[config.mk]
export PLATFORM = sky130hd
export DESIGN_NAME = fft_frame_loader
export DESIGN_NICKNAME = d
export VERILOG_FILES = /design/src/rtl/fft_frame_loader.sv
export SDC_FILE = /design/constraint.sdc
export NUM_CORES = 1
export LEC_CHECK = 0
export BUFFER_PORTS_ARGS = -buffer_cell sky130_fd_sc_hd__buf_2
export CAP_MARGIN = 20
export CORE_UTILIZATION = 45
export DETAILED_ROUTE_END_ITERATION = 7
export PLACE_DENSITY = 0.74
export SLEW_MARGIN = 15
export SYNTH_ARGS = -nofsm -noshare
export SYNTH_HDL_FRONTEND = slang
export SYNTH_SLANG_ARGS = --single-unit
[constraint.sdc]
create_clock -name CLK -period 2 [get_ports CLK]
set_input_delay 0.2 -clock CLK [delete_from_list [all_inputs] [get_ports CLK]]
set_output_delay 0.2 -clock CLK [all_outputs]
set_load 0.05 [all_outputs]
[src/rtl/fft_frame_loader.sv]
// fft_frame_loader
// Collects 8 serial complex samples from a valid/ready stream into parallel
// frame slots. When a frame is complete it pulses the FFT core's write
// strobe, holds start for START_CYCLES cycles, and then pulses frame_done.
// Sample words are passed through untouched.
//
// Ports:
//   CLK, RST                  clock, synchronous active-high reset
//   s_valid/s_ready           upstream handshake
//   s_real/s_imag/s_last      sample words, s_last marks the 8th sample
//   outK_real/outK_imag       frame slot K (K = 0..7), to the FFT inputs
//   write, start              FFT load and compute strobes
//   frame_done, frame_err     one-cycle status pulses
//   frames_issued             wrapping count of write strobes
module fft_frame_loader #(
   parameter int WIDTH        = 16,
   parameter int START_CYCLES = 2
) (
   input  logic             CLK,
   input  logic             RST,
   input  logic             s_valid,
   output logic             s_ready,
   input  logic [WIDTH-1:0] s_real,
   input  logic [WIDTH-1:0] s_imag,
   input  logic             s_last,
   output logic [WIDTH-1:0] out0_real,
   output logic [WIDTH-1:0] out1_real,
   output logic [WIDTH-1:0] out2_real,
   output logic [WIDTH-1:0] out3_real,
   output logic [WIDTH-1:0] out4_real,
   output logic [WIDTH-1:0] out5_real,
   output logic [WIDTH-1:0] out6_real,
   output logic [WIDTH-1:0] out7_real,
   output logic [WIDTH-1:0] out0_imag,
   output logic [WIDTH-1:0] out1_imag,
   output logic [WIDTH-1:0] out2_imag,
   output logic [WIDTH-1:0] out3_imag,
   output logic [WIDTH-1:0] out4_imag,
   output logic [WIDTH-1:0] out5_imag,
   output logic [WIDTH-1:0] out6_imag,
   output logic [WIDTH-1:0] out7_imag,
   output logic             write,
   output logic             start,
   output logic             frame_done,
   output logic             frame_err,
   output logic [7:0]       frames_issued
);

   typedef enum logic [1:0] {ST_FILL, ST_WRITE, ST_START, ST_DONE} state_t;

   state_t     state_reg, state_next;
   logic [2:0] idx_reg, idx_next;
   logic [3:0] cnt_reg, cnt_next;
   logic       s_ready_reg, s_ready_next;
   logic       write_reg, write_next;
   logic       start_reg, start_next;
   logic       done_reg, done_next;
   logic       err_reg, err_next;
   logic [7:0] frames_reg, frames_next;
   logic       xfer;

   logic [WIDTH-1:0] slot_real [8];
   logic [WIDTH-1:0] slot_imag [8];

   assign xfer = s_valid && s_ready_reg && (state_reg == ST_FILL);

   // State register; every output is registered here from its _next value.
   always_ff @(posedge CLK) begin
      if (RST) begin
         state_reg   <= ST_FILL;
         idx_reg     <= 3'd0;
         cnt_reg     <= 4'd0;
         s_ready_reg <= 1'b0;
         write_reg   <= 1'b0;
         start_reg   <= 1'b0;
         done_reg    <= 1'b0;
         err_reg     <= 1'b0;
         frames_reg  <= 8'd0;
      end else begin
         state_reg   <= state_next;
         idx_reg     <= idx_next;
         cnt_reg     <= cnt_next;
         s_ready_reg <= s_ready_next;
         write_reg   <= write_next;
         start_reg   <= start_next;
         done_reg    <= done_next;
         err_reg     <= err_next;
         frames_reg  <= frames_next;
      end
   end

   // Next-state logic.
   always_comb begin
      state_next = state_reg;
      idx_next   = idx_reg;
      cnt_next   = cnt_reg;
      case (state_reg)
         ST_FILL: begin
            if (xfer) begin
               if (idx_reg == 3'd7) begin
                  idx_next = 3'd0;
                  if (s_last) state_next = ST_WRITE;
               end else if (s_last) begin
                  idx_next = 3'd0;
               end else begin
                  idx_next = idx_reg + 3'd1;
               end
            end
         end
         ST_WRITE: begin
            state_next = ST_START;
            cnt_next   = 4'(START_CYCLES);
         end
         ST_START: begin
            // cnt_reg holds the start cycles still to go, including this one
            cnt_next = cnt_reg - 4'd1;
            if (cnt_reg <= 4'd1) state_next = ST_DONE;
         end
         ST_DONE: begin
            state_next = ST_FILL;
         end
         default: begin
            state_next = ST_FILL;
         end
      endcase
   end

   // Output logic: values the outputs take in the coming cycle.
   always_comb begin
      s_ready_next = (state_next == ST_FILL);
      write_next   = (state_next == ST_WRITE);
      start_next   = (state_next == ST_START);
      done_next    = (state_next == ST_DONE);
      // Error when s_last disagrees with the slot position: early s_last,
      // or a missing s_last on the 8th sample.
      err_next     = xfer && ((idx_reg == 3'd7) != s_last);
      frames_next  = (state_next == ST_WRITE) ? frames_reg + 8'd1 : frames_reg;
   end

   // Frame slots: only a FILL transfer addressed to the slot updates it,
   // so contents stay frozen from write through done.
   generate
      for (genvar gi = 0; gi < 8; gi++) begin : g_slot
         logic [WIDTH-1:0] re_reg;
         logic [WIDTH-1:0] im_reg;
         always_ff @(posedge CLK) begin
            if (RST) begin
               re_reg <= '0;
               im_reg <= '0;
            end else if (xfer && (idx_reg == 3'(gi))) begin
               re_reg <= s_real;
               im_reg <= s_imag;
            end
         end
         assign slot_real[gi] = re_reg;
         assign slot_imag[gi] = im_reg;
      end
   endgenerate

   assign s_ready       = s_ready_reg;
   assign write         = write_reg;
   assign start         = start_reg;
   assign frame_done    = done_reg;
   assign frame_err     = err_reg;
   assign frames_issued = frames_reg;

   assign out0_real = slot_real[0];
   assign out1_real = slot_real[1];
   assign out2_real = slot_real[2];
   assign out3_real = slot_real[3];
   assign out4_real = slot_real[4];
   assign out5_real = slot_real[5];
   assign out6_real = slot_real[6];
   assign out7_real = slot_real[7];
   assign out0_imag = slot_imag[0];
   assign out1_imag = slot_imag[1];
   assign out2_imag = slot_imag[2];
   assign out3_imag = slot_imag[3];
   assign out4_imag = slot_imag[4];
   assign out5_imag = slot_imag[5];
   assign out6_imag = slot_imag[6];
   assign out7_imag = slot_imag[7];

endmodule

Word level (Yosys, flattened, before mapping)
Index checks and enable logic that the tools add are counted.

storage, ports and cells
  register bits after elaboration = 278
  latch bits = 0
  RAM bits = 0
  ROM bits = 0
  bits of input ports = 36
  output and inout port bits = 269
  memories = 0

cells by class
  $add $sub $neg = 3
  multipliers = 0
  divide/modulo/power cells = 0
  magnitude comparators = 1
  equal/unequal tests = 14
  shift operators = 0
  multiplexer cells = 8
  bitwise gates (word level) = 0
  reductions and logical operators = 16

operators with widths
  operator                                              number
  == test 3 bit (second input constant)                 4
  logical AND 1 bit                                     11
  adder 8 x 1 -> 8 bit (second input constant)          1
  == test 2 bit (second input constant)                 4
  2-to-1 mux 2 bit                                      4
  one-hot mux 2 bit (4 select lines)                    1
  one-hot mux 4 bit (2 select lines)                    1
  == test 3 x 2 -> 1 bit (second input constant)        2
  2-to-1 mux 3 bit                                      2
  == test 2 x 1 -> 1 bit (second input constant)        2
  <= comparator 4 x 1 -> 1 bit (second input constant)  1
  zero test 2 bit                                       2
  subtractor 4 x 1 -> 4 bit (second input constant)     1
  adder 3 x 1 -> 3 bit (second input constant)          1
  == test 3 x 1 -> 1 bit (second input constant)        1
  zero test 3 bit                                       1
  AND reduction 2 bit                                   1
  nonzero test 2 bit                                    1
  != test 1 bit                                         1

Logic depth before layout (Yosys ltp)
Gate-level depths: netlist of run 1.

  word-level depth = 5
  mapped depth = 9
  mapped depth without buffers = 7

Worst setup path before layout of run 1
OpenSTA, ideal clock, no wires.

  path type = reg-to-reg
  start point = register idx_reg[0]
  end point = register frames_reg[4], in the netlist frames_issued[4]
  library setup time = 0.121 ns
  arrival = 1.949 ns
  path slack = -0.071 ns
  stages on the path, launching flop included = 9
  buffers on the path = 1
  cell sequence = dfxtp_1 ha_1 ha_1 and4_1 buf_6 a221oi_4 nor4b_4 and3_4 mux2_4

on the way
  word-level cells in the longest chain between the ends = 5

RTL lines
  what                                RTL line  RTL
  from (decl)                         52        logic [2:0] idx_reg, idx_next;
  from (signal assigned)              81        idx_reg <= idx_next;
  == test 3 bit                       100       if (idx_reg == 3'd7) begin
  2-to-1 mux 2 bit                    100
  2-to-1 mux 2 bit                    99        if (xfer) begin
  one-hot mux 2 bit (4 select lines)  97        case (state_reg)
  == test 2 x 1 -> 1 bit              137       frames_next = (state_next == ST_WRITE) ? frames_reg + 8'd1 : frames_reg;
  to (signal assigned)                88        frames_reg <= frames_next;
  to (decl)                           59        logic [7:0] frames_reg, frames_next;

No other way between the ends.
A chain may end at the register's enable or synchronous reset.

Final worst setup path of run 1
  start point = register idx_reg[1]
  end point = register frames_reg[4], in the netlist frames_issued[4]

Same word-level chain as after synthesis.

==> metrics.md, run 1 <==
| Metric | Value |
|---|---|
| Slew margin rel. | `0.700` |
| 1st-pass router iterations | `5` |
| Syn Area/Cell | `around 7.8 sq um` |
| Synth top area cells | `dfxtp_1 (55%), nand2_1 (20%), a21oi_1 (13%)` |
| Period utilisation layout | `0.960` |
| GP Congestion | `~0.82` |
| Worst VDD drop | `roughly 0.00070 V` |
| Gr usage total | `0.263` |
| Worst-Skew Late Latency | `~0.54 ns` |
| Fin. Hold Viols | `0` |
| Crit path arrival time | `around 2.3 ns` |
| Setup TNS Final | `0 ns` |
| Die Wd | `152 um` |
| Grt ovf | `0` |
| Commonest non-fill, non-tap cell in the layout | `nand2_1` |
| Final wirelength | `roughly 32 mm` |
| Most common cell on crit path | `ha_4` |
| Port bufs | `between 300 and 400` |
| Die Span Y | `roughly 150 um` |
| Reg clk slew, reported paths | `approximately 0.060 ns` |
| R2r setup slk | `approximately 0.081 ns` |
| DRC | `0` |
| Final Max Tran Viols | `0` |
| WL met3 | `approximately 2.7 mm` |
| Synth Instances | `around 1300` |
| Pwr dens | `993 nW/um^2` |
| Share of the synthesized area in the top cell type | `0.553` |
| Final WS setup | `0.0807 ns` |
| Worst Reg-to-Reg Cells | `7` |
| Layout Skew | `approximately 0.0074 ns` |
| Clock sinks | `about 280` |
| Initial antenna violation count | `0` |
| DR vias | `around 9500` |
| Worst-margin pin slew | `0.446 ns` |
| H-tree depth | `1` |
| CP cell instances | `ha_4 > ha_4 > and4_4 > a221oi_4 > nor4b_4 > and3_4 > mux2_4` |
| Routed met2 length | `between 15 and 20 mm` |
| WHS Endpoint | `out7_real[15]$_SDFFE_PP0P_` |
| Leakage power | `approximately 5.5 nW` |
| WHS | `0.0139 ns` |
| Starting Density | `0.460` |
| MaxCap Viol Count | `0` |
| Placed insts | `approximately 1800` |
| Site Rows | `54` |
| Share of cells above drive strength 1 | `0.264` |
| Most frequent cells in the layout | `nand2_1 (526), buf_2 (303), dfxtp_1 (274)` |
| Cell variety after synth | `39` |
| Pwr Total | `about 13 mW` |
| Hold Startpoint | `s_real[15]` |
| Classification of the worst setup path | `flop to flop` |
| Largest net degree at the start of global routing | `100` |
| YS warnings | `0` |
| Antenna Cells | `0` |
| Core Region | `around 22000 sq um` |
| Post-synthesis sequential area ratio | `0.553` |
| FILL cells | `between 2000 and 2500` |
| Vias in the first global route | `8608` |
| DPL Wire Length | `around 21 mm` |
| Post-synthesis register bit count | `around 280` |
| Status | `completed` |
| Critical path's slowest cell | `dfxtp_2` |
| CTS max path bufs | `3` |
| Wire per inst | `around 17 um` |
| Detail Route Antenna Nets | `0` |
| Highest routed layer | `met4` |
| Initial DRC count | `474` |
| Synthesis-to-layout area growth | `29.8%` |
| CP Launch Type | `flop` |
| Mapped cell area | `10100 sq um` |
| Unrepaired setup endpoints after global routing | `false` |
| Hold path cells | `3` |
| Worst Hold Class | `primary input to flop` |
| Layout Cells excl Fill | `1861` |
| Max stage delay on crit path | `~0.37 ns` |
| Register area | `about 5600 sq um` |
| CTS Buf Count | `29` |
| Yosys top cell by area | `dfxtp_1` |
| Dpl ws | `approximately 0.0063 ns` |
| CTS tree | `yes` |
| Final worst path period need | `around 1.9 ns` |
| First-pass GRT wire length | `between 40 and 50 mm` |
| DIE AREA | `around 23000 sq um` |
| Max FO, Critical Path | `5` |
| Setup-failing EPs final | `0` |
| IO Pins | `between 300 and 400` |
| Met1 wire length | `12.7 mm` |
| Top achievable clock speed | `between 0.5 and 0.6 GHz` |
| R2r endpoint | `frames_issued[4]$_SDFFE_PP0N_` |
| Clk root buf | `clkbuf_16` |
| Crit end category | `flop` |
| Syn Nets | `around 1300` |
| Vias per Instance | `between 5 and 6` |
| FF-to-FF Start | `idx_reg[1]$_SDFFE_PP0P_` |
| # nets final | `1608` |
| Critical path required time | `~2.4 ns` |
| Multi-input logic area | `~4000 sq um` |
[area by class of cell]
class,count,area share
tap,280,0.0268
sequential,278,0.426
inverter,12,0.00345
clock buffer,42,0.0669
clock inverter,10,0.00728
timing repair buffer,364,0.164
multi-input combinational,875,0.305
[repair_timing]
item,CTS,global route
pin swaps,1,1
hold buffers,21,0
buffers inserted,0,2
resized for setup,0,4
hold endpoints to repair,108,0
setup endpoints to repair,1,180
[layer usage]
metal / vias up / global-route usage
li1: 4651 / -
met1: 4443 / 0.327
met2: 368 / 0.453
met3: 57 / 0.0620
met4: 0 / 0.0752
met5: - / 0
[where the power goes]
group	switching (mW)	leakage [nW]	total (mW)	internal [mW]
clock	2.22	0.482	5.39	3.17
combinational	1.30	2.80	1.78	0.482
sequential	0.0918	2.24	5.80	5.71
[worst max-delay path, delay by kind of cell (launching register included)]
family | cells | cell delay [ns]
AO/OA/AOI/OAI | 1 | 0.08
adder cells (fa/ha/maj) | 2 | 0.32
flip-flops | 1 | 0.37
multiplexers | 1 | 0.29
AND/OR/NAND/NOR | 3 | 0.75
[Yosys cell counts, drive strengths merged]
| cell type | number |
|---|---|
| a211oi | 1 |
| a21bo | 1 |
| a21o | 1 |
| a21oi | 265 |
| a221oi | 1 |
| a311oi | 1 |
| a31o | 2 |
| a31oi | 1 |
| and2 | 1 |
| and3 | 8 |
| and4 | 1 |
| buf | 48 |
| clkbuf | 74 |
| dfxtp | 278 |
| ha | 12 |
| inv | 12 |
| mux2 | 2 |
| mux2i | 1 |
| nand2 | 526 |
| nand2b | 1 |
| nand3 | 9 |
| nand3b | 1 |
| nand4 | 1 |
| nor2 | 20 |
| nor2b | 3 |
| nor3 | 5 |
| nor3b | 1 |
| nor4 | 2 |
| nor4b | 1 |
| o21ai | 2 |
| o311a | 1 |
| or3 | 1 |
| xnor2 | 3 |
[per-stage QoR]
step	cell area [sq um]	util
final	13100	0.597
after floorplan	10100	-
after detailed placement	11900	0.542
after CTS	13000	0.596
after global placement	11900	0.542
after global routing	13100	0.597
[how the worst max path moves through the flow]
stage                            startpoint                            end  slack, ns  cells past startpoint
detailed placement  cnt_reg[0]$_SDFFE_PP0P_  frames_issued[3]$_SDFFE_PP0N_      0.006                      7
finish              idx_reg[1]$_SDFFE_PP0P_  frames_issued[4]$_SDFFE_PP0N_       0.08                      7
CTS                 idx_reg[1]$_SDFFE_PP0P_  frames_issued[3]$_SDFFE_PP0N_       0.02                      7
floorplan           idx_reg[0]$_SDFFE_PP0P_  frames_issued[4]$_SDFFE_PP0N_      0.006                      8
global route        cnt_reg[0]$_SDFFE_PP0P_  frames_issued[4]$_SDFFE_PP0N_       0.02                      7
global placement    idx_reg[1]$_SDFFE_PP0P_  frames_issued[4]$_SDFFE_PP0N_       0.08                      7
[cell families after synthesis]
family / synth area share
adder cells (fa/ha/maj): 0.0149
multiplexers: 0.00360
AND/OR/NAND/NOR: 0.227
buffers and inverters: 0.0564
flip-flops: 0.553
XOR/XNOR: 0.00261
AO/OA/AOI/OAI: 0.142
(Power assumes the default switching activity.)
==> run 2: changes to the inputs <==
==> constraint.sdc (replaced) <==
create_clock -name CLK -period 1.6 [get_ports CLK]
set_input_delay 0.16 -clock CLK [delete_from_list [all_inputs] [get_ports CLK]]
set_output_delay 0.16 -clock CLK [all_outputs]
set_load 0.05 [all_outputs]
==> run 2 against run 1 <==
The run now ends with setup timing left. Die area stayed put. Critical path type unchanged. Sequential cell count unchanged. Clock-buffer cell count is 2 higher. Design area increased by 37%. Critical endpoint is now out3_imag[9]$_SDFFE_PP0P_. Maximum frequency rose by 3.5%. Clock skew is 0.0049 ns higher.
==> metrics.md, run 2 (same netlist as run 1, synthesis figures left out) <==
| Metric | Value |
|---|---|
| Top achievable clock speed | `0.539 GHz (+3.5%)` |
| CTS tree | `yes` |
| Worst Reg-to-Reg Cells | `11 (+4)` |
| Dpl ws | `-0.339 ns (-0.345 ns)` |
| MaxCap Viol Count | `0 (unchanged)` |
| First-pass GRT wire length | `61.8 mm (+32%)` |
| Failing checks | `setup timing` |
| IO Pins | `305 (unchanged)` |
| Hold path cells | `4 (+1)` |
| Classification of the worst setup path | `flop to flop` |
| DPL Wire Length | `21.4 mm (+3.2%)` |
| Clock sinks | `278 (unchanged)` |
| Worst VDD drop | `0.000821 V (+17%)` |
| Wire per inst | `24.3 um (+43%)` |
| Reg clk slew, reported paths | `0.06 ns (about the same)` |
| Setup TNS Final | `-36.87 ns (-36.87 ns)` |
| Unrepaired setup endpoints after global routing | `true` |
| Layout Skew | `0.0122 ns (+0.00486 ns)` |
| Layout Cells excl Fill | `1973 (+6.0%)` |
| Detail Route Antenna Nets | `0 (unchanged)` |
| Most frequent cells in the layout | `buf_2 (303), dfxtp_1 (272), nand2_1 (228)` |
| Starting Density | `0.460 (unchanged)` |
| Final wirelength | `48.0 mm (+52%)` |
| 1st-pass router iterations | `5 (unchanged)` |
| WHS | `0.0817 ns (+0.0678 ns)` |
| Status | `finished with violations` |
| H-tree depth | `1 (unchanged)` |
| Die Wd | `152 um (unchanged)` |
| CP Launch Type | `flop` |
| Worst Hold Class | `primary input to flop` |
| CTS Buf Count | `28 (-3.4%)` |
| Slew margin rel. | `0.668 (-0.0311)` |
| Die Span Y | `152 um (unchanged)` |
| Grt ovf | `0 (unchanged)` |
| Gr usage total | `0.361 (+0.0979)` |
| Crit path arrival time | `2.34 ns (about the same)` |
| Setup-failing EPs final | `263 (+263)` |
| Synthesis-to-layout area growth | `77.9%` |
| Vias per Instance | `5.83 (+14%)` |
| Share of cells above drive strength 1 | `0.623 (+0.359)` |
| Final worst path period need | `1.85 ns (-0.0649 ns)` |
| Final WS setup | `-0.254 ns (-0.335 ns)` |
| Worst-margin pin slew | `0.497 ns (+0.0514 ns)` |
| DR vias | `11500 (+21%)` |
| Initial DRC count | `724 (+53%)` |
| Final Max Tran Viols | `0 (unchanged)` |
| Vias in the first global route | `10700 (+24%)` |
| Initial antenna violation count | `0 (unchanged)` |
| Max FO, Critical Path | `6 (+1)` |
| Clk root buf | `clkbuf_16` |
| Site Rows | `54 (unchanged)` |
| DRC | `0 (unchanged)` |
| Port bufs | `304 (unchanged)` |
| Crit end category | `flop` |
| FILL cells | `1160 (-42%)` |
| Placed insts | `1812 (+1.5%)` |
| Period utilisation layout | `1.16 (+0.199)` |
| Commonest non-fill, non-tap cell in the layout | `buf_2` |
| Antenna Cells | `0 (unchanged)` |
| Fin. Hold Viols | `0 (unchanged)` |
| DIE AREA | `23000 sq um (unchanged)` |
| Leakage power | `7.73 nW (+40%)` |
| Pwr Total | `17.8 mW (+38%)` |
| Largest net degree at the start of global routing | `57 (-43%)` |
| Critical path required time | `2.08 ns (-0.34 ns)` |
| # nets final | `1720 (+7.0%)` |
| Core Region | `21900 sq um (unchanged)` |
| Worst-Skew Late Latency | `0.55 ns (about the same)` |
| GP Congestion | `0.836 (+2.4%)` |
| CTS max path bufs | `3 (unchanged)` |
| Pwr dens | `996 nW/um^2 (+0.38%)` |
-- run 2: changes by cell type in the layout (fill, tap and decap cells not counted), sizes merged --
| cell | delta |
|---|---|
| clkinvlp | -1 |
| clkbuf | +4 |
| clkinv | +1 |
| dlygate4sd3 | +12 |
| buf | +99 |
| inv | -3 |
-- run 2: repair_timing --
action / 4_1_cts / 5_1_grt
hold endpoints to repair: 206 / 0
pin swaps: 205 / 217
hold buffers: 33 / 0
cloned: 42 / 2
setup endpoints to repair: 269 / 273
gates resized for setup: 405 / 482
setup buffers: 48 / 19
-- run 2: layout make-up --
| type | count | area [sq um] | share of cell area |
|---|---|---|---|
| clock buffers | 44 | 873 | 0.0488 |
| inverters | 12 | 45.0 | 0.00252 |
| multi-input cells | 875 | 6790 | 0.379 |
| flip-flops and latches | 278 | 5580 | 0.311 |
| well taps | 280 | 350 | 0.0196 |
| clock inverters | 7 | 60.1 | 0.00335 |
| repair buffers | 477 | 4210 | 0.235 |
-- run 2: through the flow --
| step | utilization | area (sq um) |
|---|---|---|
| after floorplan | - | 10100 |
| after global placement | 0.561 | 12300 |
| after detailed placement | 0.561 | 12300 |
| after CTS | 0.759 | 16600 |
| after global routing | 0.818 | 17900 |
| final | 0.818 | 17900 |
-- run 2: critical path, cell delays in order, from the launching register on --
cell and delay (ns):
dfxtp_2 0.32, inv_2 0.07, ha_4 0.14, buf_6 0.09
and3_4 0.21, buf_12 0.13, buf_6 0.10, and2_4 0.25
buf_12 0.15, buf_16 0.14, nand2_4 0.05, a21oi_2 0.13
-- run 2: where the power goes --
group	leakage, nW	internal, mW	switching, mW	total, mW
clock network	0.466	3.89	2.83	6.72
logic	5.02	1.42	2.44	3.87
registers	2.25	7.13	0.123	7.26
-- run 2: worst paths after layout --
| check | slack (ns) | to | startpoint |
|---|---|---|---|
| worst max-delay path | -0.25 | out3_imag[9]$_SDFFE_PP0P_ | state_reg[0]$_SDFF_PP0_ |
| worst min-delay path | 0.08 | frame_err$_SDFF_PP0_ | s_valid |
| worst max register to register | -0.25 | out3_imag[9]$_SDFFE_PP0P_ | state_reg[0]$_SDFF_PP0_ |
| worst min register to register | 0.45 | out1_real[15]$_SDFFE_PP0P_ | out1_real[15]$_SDFFE_PP0P_ |
-- run 2: routing by layer --
metal / GRT usage / share of wire
met1: 0.423 / 0.36
met4: 0.203 / 0.061
met2: 0.596 / 0.48
met3: 0.0979 / 0.10
met5: 0 / 0
